`src/rtl/kf_bus_pkg.sv`:
```
// Shared types for the bus-controller / ready-generation slice.
// Latency: n/a (types, constants and pure helper functions only).
// Backpressure: n/a.
//
// Holds the ready-generator state encoding, the bus-command classification
// used to pick a wait count, and the width of the wait-state counter.
package kf_bus_pkg;

    // Wait-state counter width; wait counts are limited to 0..15.
    localparam int COUNT_W = 4;

    // Ready-generator sequencing states.
    //   ST_IDLE         : no command in progress, CPU runs at full speed
    //   ST_COUNT        : burning the fixed per-type wait states
    //   ST_WAIT_CHANNEL : fixed waits done, waiting on the I/O channel ready
    //   ST_DONE         : cycle released, holding until the command goes away
    typedef enum logic [1:0] {
        ST_IDLE         = 2'd0,
        ST_COUNT        = 2'd1,
        ST_WAIT_CHANNEL = 2'd2,
        ST_DONE         = 2'd3
    } bus_state_t;

    // Classification of the command currently on the bus.
    typedef enum logic [1:0] {
        BUS_IO   = 2'd0,
        BUS_MEM  = 2'd1,
        BUS_NONE = 2'd2
    } bus_cmd_t;

    // I/O takes precedence over memory when both strobes are asserted, so a
    // malformed overlap always gets the (normally longer) I/O wait count.
    function automatic bus_cmd_t decode_bus_cmd(input logic io_cmd,
                                                input logic mem_cmd);
        bus_cmd_t kind;
        kind = BUS_NONE;
        if (io_cmd) begin
            kind = BUS_IO;
        end else if (mem_cmd) begin
            kind = BUS_MEM;
        end
        return kind;
    endfunction

    // States in which the CPU must be held off (READY low).
    function automatic logic state_stalls_cpu(input bus_state_t st);
        return (st == ST_COUNT) || (st == ST_WAIT_CHANNEL);
    endfunction

endpackage

```
`src/rtl/ready_synchronizer.sv`:
```
// Two-flop synchroniser bringing an asynchronous level into the clock domain.
// Latency: two clock rising edges from input change to sync_o change.
// Backpressure: none; free-running, samples every clock.
//
// Ports:
//   clock   : destination-domain clock, rising edge
//   reset   : asynchronous, active-high; both flops load RESET_VALUE
//   async_i : asynchronous level to be synchronised
//   sync_o  : synchronised level
//
// RESET_VALUE defaults to 1 so that a "ready"-style input reads as ready
// while the design comes out of reset rather than spuriously stalling.
module ready_synchronizer #(
    parameter logic RESET_VALUE = 1'b1
) (
    input  logic clock,
    input  logic reset,
    input  logic async_i,
    output logic sync_o
);

    logic meta_q;
    logic sync_q;

    always_ff @(posedge clock or posedge reset) begin
        if (reset) begin
            meta_q <= RESET_VALUE;
            sync_q <= RESET_VALUE;
        end else begin
            meta_q <= async_i;
            sync_q <= meta_q;
        end
    end

    assign sync_o = sync_q;

endmodule

```
`src/rtl/bus_ready_generator.sv`:
```
// Inserts CPU wait states by driving READY from 8288-style command strobes.
// Latency: READY drops on the first cpu_clock fall after the command is seen.
// Backpressure: holds READY low through fixed waits + channel wait/timeout.
//
// Ports:
//   clock                   : system clock, all flops on its rising edge
//   reset                   : asynchronous, active-high
//   cpu_clock               : CPU clock level, sampled on clock
//   io_read_command_n       : active-low I/O read command
//   io_write_command_n      : active-low I/O write command
//   interrupt_acknowledge_n : active-low INTA command
//   memory_read_command_n   : active-low memory read command
//   memory_write_command_n  : active-low memory write command
//   io_channel_ready        : asynchronous external ready, high = ready
//   ready                   : READY to the CPU, registered, moves only on
//                             cpu_clock falling edges (8284-style timing)
//   wait_timeout            : one-clock pulse when the watchdog forces completion
//   bus_busy                : high whenever the sequencer is not idle
//
// The sequencer only advances on cpu_clock rising edges. READY is re-evaluated
// on the following falling edge, so N wait states produce READY = 0 on exactly
// N consecutive CPU rising edges.
module bus_ready_generator
    import kf_bus_pkg::*;
#(
    parameter int IO_WAIT_STATES  = 1,
    parameter int MEM_WAIT_STATES = 0,
    parameter int TIMEOUT_CYCLES  = 255
) (
    input  logic clock,
    input  logic reset,
    input  logic cpu_clock,
    input  logic io_read_command_n,
    input  logic io_write_command_n,
    input  logic interrupt_acknowledge_n,
    input  logic memory_read_command_n,
    input  logic memory_write_command_n,
    input  logic io_channel_ready,
    output logic ready,
    output logic wait_timeout,
    output logic bus_busy
);

    // Timeout counter must hold 0..TIMEOUT_CYCLES; keep at least one bit so
    // the datapath stays well formed when the watchdog is disabled.
    localparam int TCOUNT_W = (TIMEOUT_CYCLES > 0) ? $clog2(TIMEOUT_CYCLES + 1) : 1;

    localparam logic [COUNT_W-1:0]  IO_WAIT_W   = COUNT_W'(IO_WAIT_STATES);
    localparam logic [COUNT_W-1:0]  MEM_WAIT_W  = COUNT_W'(MEM_WAIT_STATES);
    localparam logic [COUNT_W-1:0]  COUNT_ONE   = COUNT_W'(1);
    localparam logic [TCOUNT_W-1:0] TCOUNT_ONE  = TCOUNT_W'(1);
    localparam logic [TCOUNT_W-1:0] TCOUNT_LAST =
        (TIMEOUT_CYCLES > 0) ? TCOUNT_W'(TIMEOUT_CYCLES - 1) : '0;
    localparam logic                TIMEOUT_EN  = (TIMEOUT_CYCLES != 0);

    // ------------------------------------------------------------------
    // cpu_clock edge detection (cpu_clock is a level sampled on clock)
    // ------------------------------------------------------------------
    logic prev_cpu_clock_q;
    logic cpu_posedge;
    logic cpu_negedge;

    always_ff @(posedge clock or posedge reset) begin
        if (reset) begin
            prev_cpu_clock_q <= 1'b0;
        end else begin
            prev_cpu_clock_q <= cpu_clock;
        end
    end

    assign cpu_posedge = ~prev_cpu_clock_q &  cpu_clock;
    assign cpu_negedge =  prev_cpu_clock_q & ~cpu_clock;

    // ------------------------------------------------------------------
    // External channel ready synchronisation
    // ------------------------------------------------------------------
    logic ch_rdy;

    ready_synchronizer #(
        .RESET_VALUE (1'b1)
    ) u_ch_rdy_sync (
        .clock   (clock),
        .reset   (reset),
        .async_i (io_channel_ready),
        .sync_o  (ch_rdy)
    );

    // ------------------------------------------------------------------
    // Command decode and wait-count selection
    // ------------------------------------------------------------------
    logic                io_cmd;
    logic                mem_cmd;
    logic                cmd_active;
    bus_cmd_t            cmd_kind;
    logic [COUNT_W-1:0]  sel_wait;

    assign io_cmd     = ~io_read_command_n | ~io_write_command_n | ~interrupt_acknowledge_n;
    assign mem_cmd    = ~memory_read_command_n | ~memory_write_command_n;
    assign cmd_active = io_cmd | mem_cmd;
    assign cmd_kind   = decode_bus_cmd(io_cmd, mem_cmd);

    always_comb begin
        sel_wait = '0;
        case (cmd_kind)
            BUS_IO:  sel_wait = IO_WAIT_W;
            BUS_MEM: sel_wait = MEM_WAIT_W;
            default: sel_wait = '0;
        endcase
    end

    // ------------------------------------------------------------------
    // Sequencer: state register
    // ------------------------------------------------------------------
    bus_state_t           state_q;
    bus_state_t           state_d;
    logic [COUNT_W-1:0]   count_q;
    logic [COUNT_W-1:0]   count_d;
    logic [TCOUNT_W-1:0]  tcount_q;
    logic [TCOUNT_W-1:0]  tcount_d;
    logic                 wait_timeout_q;
    logic                 wait_timeout_d;

    always_ff @(posedge clock or posedge reset) begin
        if (reset) begin
            state_q        <= ST_IDLE;
            count_q        <= '0;
            tcount_q       <= '0;
            wait_timeout_q <= 1'b0;
        end else begin
            state_q        <= state_d;
            count_q        <= count_d;
            tcount_q       <= tcount_d;
            wait_timeout_q <= wait_timeout_d;
        end
    end

    // ------------------------------------------------------------------
    // Sequencer: next-state logic. Nothing moves except on a CPU rising
    // edge, which keeps the sequencer in lock-step with the CPU T-states.
    // ------------------------------------------------------------------
    always_comb begin
        state_d        = state_q;
        count_d        = count_q;
        tcount_d       = tcount_q;
        wait_timeout_d = 1'b0;

        if (cpu_posedge) begin
            unique case (state_q)
                ST_IDLE: begin
                    if (cmd_active) begin
                        if (sel_wait != '0) begin
                            // count holds "waits still to go after this one"
                            count_d = sel_wait - COUNT_ONE;
                            state_d = ST_COUNT;
                        end else if (ch_rdy) begin
                            state_d = ST_DONE;
                        end else begin
                            tcount_d = '0;
                            state_d  = ST_WAIT_CHANNEL;
                        end
                    end
                end

                ST_COUNT: begin
                    if (!cmd_active) begin
                        // CPU abandoned the cycle; drop straight back
                        state_d = ST_IDLE;
                    end else if (count_q != '0) begin
                        count_d = count_q - COUNT_ONE;
                    end else if (ch_rdy) begin
                        state_d = ST_DONE;
                    end else begin
                        tcount_d = '0;
                        state_d  = ST_WAIT_CHANNEL;
                    end
                end

                ST_WAIT_CHANNEL: begin
                    if (!cmd_active) begin
                        state_d = ST_IDLE;
                    end else if (ch_rdy) begin
                        state_d = ST_DONE;
                    end else if (TIMEOUT_EN && (tcount_q == TCOUNT_LAST)) begin
                        state_d        = ST_DONE;
                        wait_timeout_d = 1'b1;
                    end else if (tcount_q != '1) begin
                        // Saturating: with the watchdog disabled the counter
                        // parks at all-ones instead of wrapping.
                        tcount_d = tcount_q + TCOUNT_ONE;
                    end
                end

                ST_DONE: begin
                    // Hold here until the strobe is released, so a command
                    // still low when we return to IDLE is not counted twice.
                    if (!cmd_active) begin
                        state_d = ST_IDLE;
                    end
                end

                default: begin
                    state_d = ST_IDLE;
                end
            endcase
        end
    end

    // ------------------------------------------------------------------
    // Sequencer: outputs
    // ------------------------------------------------------------------
    logic stall_cpu;
    logic ready_q;

    always_comb begin
        stall_cpu = state_stalls_cpu(state_q);
        bus_busy  = (state_q != ST_IDLE);
    end

    // READY follows 8284 timing: it only changes on CPU falling edges, so it
    // is stable around every CPU rising edge where the CPU samples it.
    always_ff @(posedge clock or posedge reset) begin
        if (reset) begin
            ready_q <= 1'b1;
        end else if (cpu_negedge) begin
            ready_q <= ~stall_cpu;
        end
    end

    assign ready        = ready_q;
    assign wait_timeout = wait_timeout_q;

endmodule

```
`config.mk`:
```
export PLATFORM = sky130hd
export DESIGN_NAME = bus_ready_generator
export DESIGN_NICKNAME = d
export VERILOG_FILES = /design/src/rtl/kf_bus_pkg.sv /design/src/rtl/ready_synchronizer.sv /design/src/rtl/bus_ready_generator.sv
export SDC_FILE = /design/constraint.sdc
export NUM_CORES = 1
export LEC_CHECK = 0
export ABC_AREA = 0
export ABC_CLOCK_PERIOD_IN_PS = 3580
export BUFFER_PORTS_ARGS = -buffer_cell sky130_fd_sc_hd__buf_2
export CAP_MARGIN = 0
export CORE_MARGIN = 10
export CORE_UTILIZATION = 61
export CTS_CLUSTER_SIZE = 28
export DETAILED_ROUTE_END_ITERATION = 8
export PLACE_DENSITY_LB_ADDON = 0.15
export SYNTH_ARGS = -nofsm -noshare
export SYNTH_HDL_FRONTEND = slang
export SYNTH_SLANG_ARGS = --single-unit
```
`constraint.sdc`:
```
create_clock -name clock -period 3.58 [get_ports clock]
set_input_delay 0.537 -clock clock [delete_from_list [all_inputs] [get_ports clock]]
set_output_delay 0.537 -clock clock [all_outputs]
set_load 0.05 [all_outputs]
```
==> out/metrics.cfg, run 1 <==
[outcome]
status=finished, final reports clean

[critical_path]
cp-start-kind=flop
end_kind=flop
crit_arrival_ns=2.39
worstSetupPathType=flop to flop
path_max_fanout=10
crit_required_ns=3.77
rr_worst_depth=6

[sta]
setup-violations-final=0
rsz0062_at_grt=no
fmax_ghz=0.455
finalCritPeriodShare_pct=61.5
hold_viol_final=0
slew_headroom_pct=54.3
tns_ns=0
worst_pin_slew_ns=0.685
slew_violations=0
finalClockSkew_ns=0.00330
period_needed_ns=2.20
worst_slack_ns=1.38

[clocking]
clockBufferDepth=2
cts_buffers=3
cts-resized-gates=0
clock_latency_ns=0.30
post_cts_buffers=0
clk_pin_slew_ns=0.10
clock-sinks=19
clock-root-buffer=clkbuf_4
cts_hold_buf=0
cts_tree=yes
htreeDepth=1

[synth]
syn_nets=142
avgSynthCellArea_um2=9.57
ys_seq_area_share_pct=40.4
yosysMostFrequentCell=dfrtp_1
synth_edf_count=0
ys_async_sr_fraction_pct=100
ys_ff_latch=19
synth_cell_types=38
dominantRegCellSynth=dfrtp_1
yosysWarnings=0
synthTopCellsByArea=dfrtp_1, ha_1, dfstp_2, mux2i_1, a21oi_1
synth_common_cells=dfrtp_1, inv_1, a21oi_1, ha_1, nand2_1
synth_area_um2=1190
synth_top_area_cell=dfrtp_1
synth.top_cell.area_share_pct=33.8
netlist_instances=124

[final_layout]
drive_gt1_share_pct=15.3
nets=156
diodes=0
area_growth_pct=8.76
fillers=141
stdcell_area_um2=1290
fin_util_pct=72.4

[placement]
port_buffers=11
post-place-ws_ns=1.39
dpl_cell_area_um2=1260
gp_congestion=0.826
dp_hpwl_um=1890

[routing]
viasPerCell=5.99
vias=971
postRouteAntennaNets=0
drc_errors=0
routed_wl_um=2450
post_drt_wl_per_cell_um=15.1
drtIter0Drc=38
drtPass1Iterations=4

[floorplan]
dieWidth_um=64.1
die_h_um=64.1
start_util_pct=66.5
core_um2=1780
io_pins=12
rows=15
die_area_um2=4110

[grt]
grt_max_degree=20
antenna_found_initial=0
grt_overflow=0
grt_pass1_wl_um=4240
track_usage_pct=12.4
grt_pass1_vias=945

[power]
powerDensity_nw_per_um2=632
ir_drop_mv=0.423
p_leak_uw=0.000584

[worst_hold_path]
holdCritPathClass=input pin to asynchronous set/reset pin

[run]
maxCapViolCount=0

==> critical path, stage by stage (launching register included) <==
cell and delay (ns):
dfrtp_1 0.44, inv_1 0.12, ha_1 0.41, o41ai_4 0.17, o21bai_2 0.22, a21oi_1 0.37
mux2_1 0.36
==> cells in the final DEF, fill, tap and decap left out <==
cell type  instances
and2_1             1
o41ai_4            1
clkbuf_1           1
nand3_2            1
or3_1              3
nand4b_1           1
o21ai_0            7
o31a_1             2
and3_1             1
or2_1              1
o22ai_1            2
dfrtp_1           16
nor2_1             5
o21ai_1            5
nor3_1             3
a31oi_1            1
a21oi_1            9
nand3_1            7
and4_1             1
a21boi_1           1
dfstp_2            3
nand2_1            9
clkbuf_4           3
buf_2             11
ha_1               9
mux2i_1            5
nor2b_1            1
or4_1              1
o211a_1            1
or2_0              1
or3_4              1
a2bb2o_1           1
o21bai_2           1
a22o_1             1
nand4_1            2
mux2_1             2
a41oi_1            2
inv_1             10
o31ai_1            4
==> per-stage QoR <==
step,hold WS [ns],std cells,power [uW]
global placement,0.349,158,691
floorplan,0.345,124,623
detailed placement,0.349,158,709
finish,0.322,162,815
CTS,0.321,162,818
global route,0.318,162,878
==> power by group <==
part           internal [uW]  switching (uW)
clock network           43.4            63.8
logic                    150             230
registers                267            60.0
==> path summary, 6_finish.rpt <==
kind                                       from                   end  slack [ns]
max                                  state_q[1]            count_q[0]        1.38
min                                       reset            count_q[3]        0.32
max reg2reg                          state_q[1]            count_q[0]        1.38
min reg2reg                u_ch_rdy_sync.meta_q  u_ch_rdy_sync.sync_o        0.36
max in group asynchronous                 reset           tcount_q[0]        2.82
min in group clock             io_channel_ready  u_ch_rdy_sync.meta_q        0.32
==> layout make-up <==
type	count	area [um^2]	area share (%)
inverters	10	37.5	2.91
well taps	25	31.3	2.42
flip-flops and latches	19	479	37.1
multi-input cells	93	661	51.2
clock buffers	4	26.3	2.04
repair buffers	11	55.1	4.27
==> state kept, by name, indices dropped and copies added, names as in the netlist <==
register	cells
count_q	4
prev_cpu_clock_q	1
ready	1
state_q	2
tcount_q	8
u_ch_rdy_sync.meta_q	1
u_ch_rdy_sync.sync_o	1
wait_timeout	1
==> cells by family (layout without fill, tap and decap cells) <==
kind of cell	count (synthesis)	count (layout)	synth area share [%]
compound gates	38	38	22.3
flops	19	19	40.4
mux	7	7	6.12
buf+inv	12	25	3.90
fa+ha+maj	9	9	9.49
simple gates	39	39	17.8
==> routing by layer <==
layer  vias up  part of all wire [%]  track usage, %
met5         -                     0               0
met1       461                    47            15.4
met3         6                   4.1            2.96
li1        483                     -               -
met4         0                   1.7            4.55
met2        21                    48            20.3
Power figures use the tool's default switching activity.
==> inputs of run 2 (changes only) <==
- ABC_CLOCK_PERIOD_IN_PS: 3580 -> 2200
- CORE_UTILIZATION: 61 -> 57
- clock period: 3.58 -> 2.2 ns (I/O delays scaled with it)
==> out/metrics.cfg, run 2 (synthesis results as in run 1) <==
[sta]
fmax_ghz=0.482  ; +5.9%
worst_slack_ns=0.123  ; -1.26 ns
finalClockSkew_ns=0.00819  ; +0.00489 ns
period_needed_ns=2.08  ; -0.124 ns
setup-violations-final=0  ; unchanged
finalCritPeriodShare_pct=94.4  ; +33 points
tns_ns=0  ; unchanged
hold_viol_final=0  ; unchanged
slew_headroom_pct=54.3  ; about the same
slew_violations=0  ; unchanged
rsz0062_at_grt=no
worst_pin_slew_ns=0.684  ; -0.000696 ns

[critical_path]
rrSetupSlack_ns=0.12  ; -1.26 ns
worstSetupPathType=flop to flop
cp-start-kind=flop
slowest_delay_ns=0.43  ; about the same
crit_required_ns=2.43  ; -1.34 ns
crit_arrival_ns=2.30  ; -0.09 ns
path_max_fanout=10  ; unchanged
path_cells=inv_1, ha_1, a41oi_1, a21oi_1, or3_4, or3_1, o21ai_1
end_kind=flop
cp_slowest_cell=dfrtp_1

[floorplan]
io_pins=12  ; unchanged
start_util_pct=60.5  ; -6.1 points
rows=16  ; +1
core_um2=1960  ; +10%
dieWidth_um=65.6  ; +2.4%
die_h_um=65.6  ; +2.4%
die_area_um2=4310  ; +4.8%

[grt]
grt_pass1_wl_um=4310  ; +1.6%
grt_max_degree=20  ; unchanged
antenna_found_initial=0  ; unchanged
track_usage_pct=12.2  ; -0.18 points
grt_overflow=0  ; unchanged
grt_pass1_vias=1003  ; +6.1%

[power]
ir_drop_mv=0.830  ; +96%
power_uw=1340  ; +65%
p_leak_uw=0.000595  ; +1.8%
powerDensity_nw_per_um2=1030  ; +63%

[final_layout]
final_cell_mix=dfrtp_1, buf_2, inv_1
reg.largest.list=tcount_q: 8 flops, count_q: 4 flops, state_q: 2 flops
diodes=0  ; unchanged
drive_gt1_share_pct=16.5  ; +1.2 points
nets=158  ; +1.3%
largest_reg_flops=8  ; unchanged
regMostFlops=tcount_q
area_growth_pct=10.2
final_common_cell=dfrtp_1
stdcell_area_um2=1310  ; +1.4%

[routing]
drtPass1Iterations=4  ; unchanged
routed_wl_um=2390  ; -2.7%
postRouteAntennaNets=0  ; unchanged
viasPerCell=6.07  ; +1.3%
drc_errors=0  ; unchanged
drtIter0Drc=45  ; +18%
vias=1008  ; +3.8%
post_drt_wl_per_cell_um=14.4  ; -5.0%

[clocking]
clockBufferDepth=2  ; unchanged
cts_buffers=3  ; unchanged
clk_pin_slew_ns=0.11  ; about the same
cts_hold_buf=0  ; unchanged
cts-resized-gates=0  ; unchanged
post_cts_buffers=0  ; unchanged
clock-root-buffer=clkbuf_4
htreeDepth=1  ; unchanged
clock-sinks=19  ; unchanged
cts_tree=yes
clock_latency_ns=0.30  ; about the same

[placement]
dpl_cell_area_um2=1280  ; +1.4%
post-place-ws_ns=0.208  ; -1.18 ns
gp_congestion=0.876  ; +6.1%
port_buffers=11  ; unchanged
dp_hpwl_um=1830  ; -3.0%

[outcome]
status=finished, final reports clean

[worst_hold_path]
holdCritPathClass=input pin to asynchronous set/reset pin

[run]
maxCapViolCount=0  ; unchanged

## run 2: cell types whose count changed in the layout (fill, tap and decap cells not counted)
cell	delta
buf_4	+2
## run 2: path summary, 6_finish.rpt
path,startpoint,depth (start not counted),end
setup / recovery,state_q[1],7,tcount_q[4]
hold / removal,reset,2,count_q[2]
setup reg to reg,state_q[1],7,tcount_q[4]
hold reg to reg,u_ch_rdy_sync.meta_q,0,u_ch_rdy_sync.sync_o
max in group asynchronous,reset,2,tcount_q[7]
min in group clock,io_channel_ready,1,u_ch_rdy_sync.meta_q
## run 2: layout make-up
cell class,instances,area [um^2]
Multi-Input combinational cell,93,661
Fill cell,160,654
Sequential cell,19,479
Timing Repair Buffer,13,70.1
Inverter,10,37.5
Tap cell,27,33.8
Clock buffer,4,26.3
## run 2: where the power goes
| group | switching, uW | leakage, uW | internal (uW) |
|---|---|---|---|
| combinational | 383 | 0.000337 | 258 |
| sequential | 92.4 | 0.000242 | 435 |
| clock | 104 | 0.0000150 | 70.6 |
| total | 579 | 0.000595 | 764 |
## run 2: metrics by stage
step / util [%] / cells / hold slack [ns]
2_1_floorplan: - / 124 / 0.279
3_3_place_gp: 65.3 / 162 / 0.349
3_5_place_dp: 65.3 / 162 / 0.353
4_1_cts: 66.6 / 166 / 0.120
5_1_grt: 66.6 / 166 / 0.108
6_report: 66.6 / 166 / 0.115
## run 2: metal layers
layer / routed length [um] / vias to the layer above / global-route usage [%]
li1: - / 493 / -
met2: 1160 / 29 / 20.4
met1: 1050 / 479 / 14.5
met3: 127 / 7 / 2.37
met5: 0 / - / 0
met4: 45 / 0 / 6.15
## run 2: worst max-delay path: cells and delay by family, from the launching register on
family / cells / cell delay [ns]
AND/OR/NAND/NOR: 2 / 0.73
adder cells (fa/ha/maj): 1 / 0.33
flip-flops: 1 / 0.43
AO/OA/AOI/OAI: 3 / 0.42
buffers and inverters: 1 / 0.10
==> inputs of run 3 (changes only) <==
- BUFFER_PORTS_ARGS: -buffer_cell sky130_fd_sc_hd__buf_2 -> not set
- CORE_UTILIZATION: 57 -> 61
- DONT_BUFFER_PORTS: not set -> 1
==> out/metrics.cfg, run 3 (synthesis results as in run 1) <==
[outcome]
status=finished, final reports clean

[floorplan]
core_um2=1780  ; -9.1%
die_area_um2=4110  ; -4.6%
dieWidth_um=64.1  ; -2.3%
io_pins=12  ; unchanged
start_util_pct=66.5  ; +6.1 points
die_h_um=64.1  ; -2.3%
rows=15  ; -1

[routing]
maxUsedRoutingLayer=met4
post_drt_wl_per_cell_um=17.1  ; +19%
drtIter0Drc=29  ; -36%
drc_errors=0  ; unchanged
vias=1005  ; -0.30%
drtPass1Iterations=4  ; unchanged
postRouteAntennaNets=0  ; unchanged
wl_met3_um=191  ; +50%
viasPerCell=6.48  ; +6.8%
wl_met1_um=1040  ; -1.0%
routed_wl_um=2650  ; +11%
dr_wl_met2_um=1340  ; +15%

[clocking]
cts_hold_buf=0  ; unchanged
clk_pin_slew_ns=0.10  ; about the same
post_cts_buffers=0  ; unchanged
htreeDepth=1  ; unchanged
clock-root-buffer=clkbuf_4
clockBufferDepth=2  ; unchanged
cts-resized-gates=0  ; unchanged
clock_latency_ns=0.30  ; about the same
cts_buffers=3  ; unchanged
cts_tree=yes
clock-sinks=19  ; unchanged

[final_layout]
diodes=0  ; unchanged
area_growth_pct=6.86
regMostFlops=tcount_q
largest_reg_flops=8  ; unchanged
nets=149  ; -5.7%
final_cell_mix=dfrtp_1, inv_1, nand2_1, a21oi_1, ha_1
stdcell_area_um2=1270  ; -3.1%
reg.largest.list=tcount_q: 8 flops, count_q: 4 flops, state_q: 2 flops
drive_gt1_share_pct=10.0  ; -6.5 points
final_common_cell=dfrtp_1

[critical_path]
path_max_fanout=10  ; unchanged
path_cells=inv_1, ha_1, o41ai_4, nand3_2, or3_4, or3_1, o21ai_1
crit_arrival_ns=2.28  ; -0.02 ns
slowest_delay_ns=0.43  ; about the same
cp-start-kind=flop
crit_required_ns=2.44  ; about the same
rrSetupSlack_ns=0.16  ; +0.04 ns
cp_slowest_cell=or3_4
worstReg2RegEnd=tcount_q[4]
rr_worst_depth=7  ; unchanged
worst-path-buf-inv=1  ; unchanged
end_kind=flop
worstSetupPathType=flop to flop
reg2reg_from=state_q[1]
cp_top_family=simple AND/OR/NAND/NOR gates

[sta]
period_needed_ns=2.04  ; -0.0379 ns
slew_headroom_pct=53.9  ; -0.42 points
hold_viol_final=0  ; unchanged
tns_ns=0  ; unchanged
finalCritPeriodShare_pct=92.7  ; -1.7 points
worst_pin_slew_ns=0.690  ; +0.00625 ns
setup-violations-final=0  ; unchanged
holdWs_ns=0.00849  ; -0.107 ns
slew_violations=0  ; unchanged
rsz0062_at_grt=no
fmax_ghz=0.491  ; +1.9%
finalClockSkew_ns=0.00135  ; -0.00684 ns

[grt]
track_usage_pct=13.2  ; +1.1 points
grt_max_degree=20  ; unchanged
antenna_found_initial=0  ; unchanged
grt_pass1_wl_um=4430  ; +2.9%
grt_pass1_vias=968  ; -3.5%
grt_overflow=0  ; unchanged

[run]
maxCapViolCount=0  ; unchanged

[worst_hold_path]
holdCritPathClass=input pin to asynchronous set/reset pin

[placement]
gp_congestion=0.883  ; +0.78%
dpl_cell_area_um2=1230  ; -3.9%
dp_hpwl_um=2080  ; +14%
port_buffers=0  ; -11

[power]
powerDensity_nw_per_um2=1060  ; +3.6%
ir_drop_mv=0.823  ; -0.88%
p_leak_uw=0.000558  ; -6.1%

-- run 3: cell types whose count changed in the layout (fill, tap and decap cells not counted), sizes merged --
cell / delta
buf: -10
dlygate4sd3: +1
-- run 3: layout make-up --
type | instances | area, um^2
Multi-Input combinational cell | 93 | 661
Fill cell | 145 | 515
Sequential cell | 19 | 479
Inverter | 10 | 37.5
Timing Repair Buffer | 4 | 32.5
Tap cell | 25 | 31.3
Clock buffer | 4 | 26.3
-- run 3: worst max path at each step --
stage / cells after the start / startpoint / endpoint
final: 7 / state_q[1] / tcount_q[4]
after global routing: 7 / state_q[1] / tcount_q[0]
after CTS: 7 / state_q[1] / tcount_q[4]
after detailed placement: 7 / state_q[1] / tcount_q[4]
after global placement: 7 / state_q[1] / tcount_q[4]
after floorplan: 6 / state_q[0] / count_q[0]
-- run 3: per-layer routing --
layer / vias up / global-route usage (%)
met4: 0 / 6.15
li1: 465 / -
met5: - / 0
met3: 14 / 4.70
met2: 41 / 22.0
met1: 485 / 14.8
-- run 3: where the power goes --
part / total (uW) / internal (uW) / switching (uW)
Sequential: 570 / 437 / 133
Combinational: 601 / 253 / 348
Clock: 178 / 70.8 / 108
-- run 3: worst reg2reg max path: cells and delay by family (launching register included) --
| kind | cells | cell delay (ns) |
|---|---|---|
| and+or+nand+nor | 3 | 0.93 |
| DFF | 1 | 0.42 |
| buffers and inverters | 1 | 0.10 |
| AOI/OAI and AO/OA | 2 | 0.19 |
| adders and majority gates | 1 | 0.33 |
-- run 3: per-stage QoR --
step / util (%) / power (uW) / instances / worst slack, ns
floorplan: - / 1010 / 124 / 0.0812
global placement: 69.1 / 1130 / 150 / 0.275
detailed placement: 69.1 / 1170 / 150 / 0.194
CTS: 70.5 / 1350 / 154 / 0.169
global route: 71.1 / 1450 / 155 / 0.0680
finish: 71.1 / 1350 / 155 / 0.161
